`src/rtl/dlx_global_pkg.sv`:
```
// Global DLX types and default widths shared by the instruction cache blocks.
`ifndef IC_BEAT_W
`define IC_BEAT_W 32
`endif

package dlx_global_pkg;
   localparam int unsigned DLX_ADDR_SIZE = 32;
   localparam int unsigned bw_ic_tag     = 7;
   localparam int unsigned bw_ic_offset  = 5;

   typedef logic [`IC_BEAT_W-1:0] dlx_word;

   typedef enum logic [1:0] {IC_IDLE, IC_REFILL, IC_FILL} ic_state;
endpackage

```
`src/rtl/dlx_icache_tagmem.sv`:
```
// Flop-based valid/tag/data arrays: one combinational read port, one write port,
// and a bulk invalidate that overrides a same-cycle write of the valid bit.
module dlx_icache_tagmem
   import dlx_global_pkg::*;
#(
   parameter int unsigned TAG_W   = bw_ic_tag,
   parameter int unsigned INDEX_W = bw_ic_offset,
   parameter int unsigned LINE_W  = 128
) (
   input  logic               clk,
   input  logic               rst,
   input  logic [INDEX_W-1:0] rd_idx,
   output logic               rd_valid,
   output logic [TAG_W-1:0]   rd_tag,
   output logic [LINE_W-1:0]  rd_line,
   input  logic               wr_en,
   input  logic [INDEX_W-1:0] wr_idx,
   input  logic [TAG_W-1:0]   wr_tag,
   input  logic [LINE_W-1:0]  wr_line,
   input  logic               wr_valid,
   input  logic               inval_all
);
   localparam int unsigned LINES = 2 ** INDEX_W;

   logic [LINES-1:0]  valid_q;
   logic [TAG_W-1:0]  tag_q  [LINES];
   logic [LINE_W-1:0] data_q [LINES];

   always_ff @(posedge clk) begin
      if (rst) begin
         valid_q <= '0;
      end else begin
         if (wr_en) valid_q[wr_idx] <= wr_valid;
         if (inval_all) valid_q <= '0;
      end
   end

   always_ff @(posedge clk) begin
      if (wr_en) begin
         tag_q[wr_idx]  <= wr_tag;
         data_q[wr_idx] <= wr_line;
      end
   end

   assign rd_valid = valid_q[rd_idx];
   assign rd_tag   = tag_q[rd_idx];
   assign rd_line  = data_q[rd_idx];
endmodule

```
`src/rtl/dlx_icache_dm.sv`:
```
// Direct-mapped instruction cache with multi-beat refill FSM and flush.
// Optional hit/miss counters are enabled by defining ICACHE_STATS_EN.
module dlx_icache_dm
   import dlx_global_pkg::*;
#(
   parameter int unsigned ADDR_W  = DLX_ADDR_SIZE,
   parameter int unsigned TAG_W   = bw_ic_tag,
   parameter int unsigned INDEX_W = bw_ic_offset,
   parameter int unsigned LINE_W  = 128
) (
   input  logic                  clk,
   input  logic                  rst,
   input  logic                  if_req,
   input  logic [ADDR_W-1:0]     if_addr,
   output logic [31:0]           if_rdata,
   output logic                  if_ready,
   input  logic                  flush,
   output logic                  mem_req,
   output logic [ADDR_W-1:0]     mem_addr,
   input  logic                  mem_rvalid,
   input  logic [`IC_BEAT_W-1:0] mem_rdata
`ifdef ICACHE_STATS_EN
   ,
   output logic [31:0]           hit_cnt,
   output logic [31:0]           miss_cnt
`endif
);
   localparam int unsigned WPL     = LINE_W / 32;
   localparam int unsigned WOFF    = $clog2(WPL);
   localparam int unsigned CNT_W   = (WOFF == 0) ? 1 : WOFF;
   localparam int unsigned LSB_IDX = 2 + WOFF;
   localparam int unsigned LSB_TAG = LSB_IDX + INDEX_W;
   localparam logic [ADDR_W-1:0] LINE_MASK = ~ADDR_W'((64'd1 << LSB_IDX) - 64'd1);

   ic_state             state_q, state_d;
   logic [CNT_W-1:0]    cnt_q;
   logic [LINE_W-1:0]   buf_q;
   logic                flush_pend_q;
   logic                mem_req_q;
   logic [ADDR_W-1:0]   mem_addr_q;

   logic [INDEX_W-1:0]  lk_idx, fill_idx;
   logic [TAG_W-1:0]    lk_tag, fill_tag, rd_tag;
   logic [CNT_W-1:0]    lk_word;
   logic                rd_valid, lookup_hit, wr_en, inval_all, start_miss;
   logic [LINE_W-1:0]   rd_line;
   logic [31:0]         word_sel;

   // Lookup fields come from the live fetch address; fill fields from the latched line address.
   assign lk_idx   = INDEX_W'(if_addr >> LSB_IDX);
   assign lk_tag   = TAG_W'(if_addr >> LSB_TAG);
   assign lk_word  = (WOFF == 0) ? '0 : CNT_W'(if_addr >> 2);
   assign fill_idx = INDEX_W'(mem_addr_q >> LSB_IDX);
   assign fill_tag = TAG_W'(mem_addr_q >> LSB_TAG);

   dlx_icache_tagmem #(
      .TAG_W   (TAG_W),
      .INDEX_W (INDEX_W),
      .LINE_W  (LINE_W)
   ) u_tagmem (
      .clk       (clk),
      .rst       (rst),
      .rd_idx    (lk_idx),
      .rd_valid  (rd_valid),
      .rd_tag    (rd_tag),
      .rd_line   (rd_line),
      .wr_en     (wr_en),
      .wr_idx    (fill_idx),
      .wr_tag    (fill_tag),
      .wr_line   (buf_q),
      .wr_valid  (!flush_pend_q),
      .inval_all (inval_all)
   );

   always_comb begin
      word_sel = '0;
      for (int w = 0; w < WPL; w++)
         if (lk_word == CNT_W'(w)) word_sel = rd_line[w*32 +: 32];
   end

   assign lookup_hit = rd_valid && (rd_tag == lk_tag);
   assign if_ready   = (state_q == IC_IDLE) && if_req && lookup_hit;
   assign if_rdata   = if_ready ? word_sel : '0;
   assign start_miss = (state_q == IC_IDLE) && (state_d == IC_REFILL);
   assign mem_req    = mem_req_q;
   assign mem_addr   = mem_addr_q;

   always_comb begin
      state_d   = state_q;
      wr_en     = 1'b0;
      inval_all = 1'b0;
      case (state_q)
         IC_IDLE: begin
            inval_all = flush;
            if (if_req && !lookup_hit) state_d = IC_REFILL;
         end
         IC_REFILL: begin
            if (mem_rvalid && (cnt_q == CNT_W'(WPL - 1))) state_d = IC_FILL;
         end
         IC_FILL: begin
            wr_en     = 1'b1;
            inval_all = flush;
            state_d   = IC_IDLE;
         end
         default: state_d = IC_IDLE;
      endcase
   end

   always_ff @(posedge clk) begin
      if (rst) begin
         state_q      <= IC_IDLE;
         cnt_q        <= '0;
         flush_pend_q <= 1'b0;
         mem_req_q    <= 1'b0;
         mem_addr_q   <= '0;
      end else begin
         state_q   <= state_d;
         mem_req_q <= (state_d == IC_REFILL);
         if (start_miss) mem_addr_q <= if_addr & LINE_MASK;
         if (state_q == IC_REFILL) begin
            if (flush) flush_pend_q <= 1'b1;
            if (mem_rvalid) cnt_q <= cnt_q + CNT_W'(1);
         end
         if (state_q == IC_FILL) begin
            flush_pend_q <= 1'b0;
            cnt_q        <= '0;
         end
      end
   end

   // Beats arrive word 0 first; the counter selects the destination word.
   always_ff @(posedge clk) begin
      if ((state_q == IC_REFILL) && mem_rvalid) begin
         for (int w = 0; w < WPL; w++)
            if (cnt_q == CNT_W'(w)) buf_q[w*32 +: 32] <= mem_rdata;
      end
   end

`ifdef ICACHE_STATS_EN
   always_ff @(posedge clk) begin
      if (rst) begin
         hit_cnt  <= '0;
         miss_cnt <= '0;
      end else begin
         if (if_ready && (hit_cnt != '1)) hit_cnt <= hit_cnt + 32'd1;
         if (start_miss && (miss_cnt != '1)) miss_cnt <= miss_cnt + 32'd1;
      end
   end
`endif
endmodule
```
`config.mk`:
```
export PLATFORM = sky130hd
export DESIGN_NAME = dlx_icache_dm
export DESIGN_NICKNAME = d
export VERILOG_FILES = /design/src/rtl/dlx_global_pkg.sv /design/src/rtl/dlx_icache_tagmem.sv /design/src/rtl/dlx_icache_dm.sv
export SDC_FILE = /design/constraint.sdc
export NUM_CORES = 2
export LEC_CHECK = 0
export CAP_MARGIN = 15
export CELL_PAD_IN_SITES_DETAIL_PLACEMENT = 1
export CELL_PAD_IN_SITES_GLOBAL_PLACEMENT = 1
export CORE_UTILIZATION = 40
export DETAILED_ROUTE_END_ITERATION = 10
export GPL_TIMING_DRIVEN = 0
export PLACE_DENSITY = 0.57
export SLEW_MARGIN = 20
export SYNTH_ARGS = -nofsm -noshare
export SYNTH_HDL_FRONTEND = slang
export SYNTH_MEMORY_MAX_BITS = 65536
export SYNTH_SLANG_ARGS = --single-unit
export TNS_END_PERCENT = 20
```
`constraint.sdc`:
```
create_clock -name clk -period 12.9 [get_ports clk]
set_clock_uncertainty 0.1 [all_clocks]
set_input_delay 3.87 -clock clk [delete_from_list [all_inputs] [get_ports clk]]
set_output_delay 3.87 -clock clk [all_outputs]
set_load 0.02 [all_outputs]
```
==> out/qor.csv <==
stage,metric,value,unit
run_status,status,finished with violations,
run_status,violations,setup timing,
synth,synth_xor_area_frac,0.000358,
placed_design,portBuffers,121,
floorplanning,core-area,425000,um2
floorplanning,initial_core_util,0.403,
critical_path,crit_chain,clkdlybuf4s50_1 > buf_2 > clkinv_2 > buf_4 > clkbuf_2 > buf_12 > mux2i_1 > nor4_1 > nand4b_1 > buf_8 > clkbuf_2 > nor2_2 > clkdlybuf4s50_1,
critical_path,end_kind,output port,
cts,root_buffer,clkbuf_16,
cts,path_clk_slew,0.05,ns
min_path,min_path_type,reg2reg,
synth,synthArstFlopShare,0,
cts,clockBufferDepth,4,
cells_and_area,area_growth,16.7,%
synth,synth-seq-cells,4514,
detailed_routing,wl_per_cell,40.2,um
synth,syn_area_per_cell,25.3,um2
detailed_routing,vias,83000,
min_path,whs_path_depth,2,
detailed_routing,routed_wirelength,550000,um
critical_path,cpPeakStageDelay,0.70,ns
cts,clk_latency,1.01,ns
critical_path,r2r_start,state_q[1],
min_path,holdCritStartpoint,mem_addr[26],
cells_and_area,postLayoutCellArea,200000,um2
timing,fin_crit,12.95,ns
synth,synth_warnings,0,
floorplanning,io_pins,135,
timing,setup_viol_count_final,8,
timing,rsz0062_at_grt,yes,
critical_path,reg2regPathDepth,8,
placed_design,routabilityCongestion,0.763,
critical_path,required,8.93,ns
detailed_routing,drc_errors,0,
cts,cts_tree,built,
synth,synth_compound_area_frac,0.00484,
synth,yosysSeqAreaShare,0.788,
synth,yosys.area_share.simple,0.00775,
synth,synth_top_family_by_area,multiplexers,
critical_path,worst_setup_path_start_kind,input pin,
critical_path,cp_slowest_cell,clkdlybuf4s50_1,
global_routing,overflow,0,
cts,h-tree-depth,5,
timing,post-route-period-util,1.00,
global_routing,antenna_found_initial,39,
global_routing,track_usage,0.252,
pwr,irDropWorstVdd,0.125,mV
timing,worst_pin_slew,1.23,ns
global_routing,grt_max_degree,50,
synth,mappedNetlistArea,171000,um2
timing,maxSlewHeadroom,0.181,
cts,cts_made_buffers,467,
timing,timing.final.ws_setup,-0.0493,ns
critical_path,reg2reg_to,u_tagmem.data_q[17][19],
floorplanning,die_w,656,um
detailed_routing,antenna_left,0,
timing,hold_viol,0,
timing,fmax,0.0772,GHz
cts,cts_hold_buf,0,
placed_design,detailed_place_hpwl,353000,um
critical_path,reg2reg_slack,8.94,ns
floorplanning,fp.dieH,656,um
synth,synthMuxAreaShare,0.188,
synth,synth_edf_count,4448,
synth,syn_inst,6780,
critical_path,crit_arrival,8.98,ns
timing,fin_tns_setup,-0.230,ns
global_routing,grt_pass1_wl,737000,um
detailed_routing,viasPerCell,6.07,
detailed_routing,dr.pass1.iters,5,
cts,cts_sinks,4514,
synth,synth_cell_types,47,
detailed_routing,drtIter0Drc,11300,
cells_and_area,drive_gt1_frac,0.327,
placed_design,placed_cell_area,185000,um2
pwr,p_leak,61.9,nW
cells_and_area,final_core_util,0.470,
timing,slew_viol_final,0,
job,max_cap_viol_count,0,
synth,synth_flop_cell,edfxtp_1,
global_routing,grt_pass1_vias,83700,
critical_path,worstPathMaxFanout,10,
min_path,whs_endpoint,mem_addr[26],
floorplanning,die_area,431000,um2
pwr,p_per_area,152,nW/um2
synth,synth_adder_area_share,0.000292,
critical_path,worst-setup-path-type,in2out,
floorplanning,rows,239,
pwr,power,30.4,mW
cells_and_area,num-nets-final,7690,
## metal layers
layer / track usage / part of all wire / routed length [um] / vias to the layer above
li1: - / - / - / 31300
met1: 0.356 / 0.41 / 226000 / 47100
met2: 0.413 / 0.49 / 267000 / 3845
met3: 0.0371 / 0.073 / 40200 / 768
met4: 0.0686 / 0.030 / 16600 / 12
met5: 0 / 0.00015 / 82 / -
## logic make-up after synthesis
family,after synthesis
compound gates,126
flops,4514
buf+inv,387
xor+xnor,7
mux,1478
simple gates,263
other cells,1
fa+ha+maj,4
## state kept, by name (all words and copies together), names as in the netlist
name,count
state_q,2
flush_pend_q,1
u_tagmem.valid_q,32
mem_req,1
buf_q,128
u_tagmem.tag_q,224
u_tagmem.data_q,4096
cnt_q,2
mem_addr,28
## layout make-up
class,instances,area (um2)
Antenna cell,22,55.1
Buffer,360,2020
Clock buffer,595,12400
Clock inverter,255,2110
Fill cell,37100,225000
Inverter,26,241
Multi-Input combinational cell,1882,34700
Sequential cell,4514,135000
Tap cell,5663,7090
Timing Repair Buffer,366,6420
## cell usage after synthesis (4+ instances only)
| library cell | n | area share |
|---|---|---|
| a211oi_1 | 48 | 0.0021 |
| a21oi_1 | 43 | 0.0013 |
| a22oi_1 | 8 | 0.00035 |
| and2_1 | 17 | 0.00062 |
| and3_1 | 6 | 0.00022 |
| buf_1 | 11 | 0.00024 |
| buf_2 | 100 | 0.0029 |
| buf_4 | 57 | 0.0025 |
| buf_6 | 20 | 0.0013 |
| clkbuf_1 | 173 | 0.0038 |
| dfxtp_1 | 66 | 0.0077 |
| edfxtp_1 | 4448 | 0.78 |
| ha_1 | 4 | 0.00029 |
| inv_1 | 24 | 0.00053 |
| mux2i_1 | 90 | 0.0053 |
| mux4_2 | 1385 | 0.18 |
| nand2_1 | 27 | 0.00059 |
| nand2b_1 | 57 | 0.0021 |
| nand3_1 | 11 | 0.00032 |
| nand3b_1 | 6 | 0.00026 |
| nor2_1 | 105 | 0.0023 |
| nor2b_1 | 9 | 0.00033 |
| nor3_1 | 4 | 0.00012 |
| nor3b_1 | 6 | 0.00026 |
| nor4_1 | 5 | 0.00018 |
| o22ai_1 | 12 | 0.00044 |
| xor2_1 | 5 | 0.00026 |
## worst max-delay path by stage
stage | from | to | cells after the start | slack, ns
final | if_addr[8] | if_rdata[4] | 13 | -0.05
after global routing | if_addr[8] | if_rdata[22] | 13 | -0.13
after CTS | if_addr[8] | if_rdata[3] | 13 | -0.13
after detailed placement | if_addr[8] | if_rdata[21] | 13 | -0.96
after global placement | state_q[1] | u_tagmem.valid_q[19] | 6 | -6.11
after floorplan | if_addr[4] | if_rdata[10] | 9 | 2.42
## cells in the final DEF (no fill, tap or decap), drive strengths merged, types with 8 or more instances in the layout
cell / n
clkbuf: 770
nor2: 105
a211oi: 48
nand3: 11
clkdlybuf4s50: 114
clkinvlp: 8
inv: 37
nor2b: 9
nand2: 27
mux2i: 90
clkinv: 207
edfxtp: 4448
a22oi: 8
diode: 22
o22ai: 12
and2: 18
bufinv: 29
buf: 435
mux4: 1385
nand2b: 57
dfxtp: 66
a21oi: 43
## critical path: cells and delay by family
kind / cells / cell delay (ns)
multiplexers: 1 / 0.18
buffers and inverters: 9 / 3.64
AND/OR/NAND/NOR: 3 / 1.16
## power by group
part / leakage [nW] / switching [mW] / internal, mW / total [mW]
Sequential: 40.6 / 0.0569 / 15.9 / 16.0
Clock: 7.06 / 5.70 / 7.31 / 13.0
Combinational: 14.3 / 0.824 / 0.569 / 1.39
## metrics by stage
| stage | std cells | hold WS [ns] | setup WS [ns] |
|---|---|---|---|
| 2_1_floorplan | 6783 | 0.349 | 2.42 |
| 3_3_place_gp | 12600 | 0.359 | -6.11 |
| 3_5_place_dp | 12800 | 0.373 | -0.956 |
| 4_1_cts | 13700 | 0.381 | -0.134 |
| 5_1_grt | 13700 | 0.397 | -0.128 |
| 6_report | 13700 | 0.378 | -0.0493 |
## timing repair
action                                 CTS  global route
setup endpoints to repair               32            26
resized for setup                       48            27
buffers inserted                         0             0
endpoints found under the hold margin    0             0
Note: power is estimated with default switching activity, not from simulation.
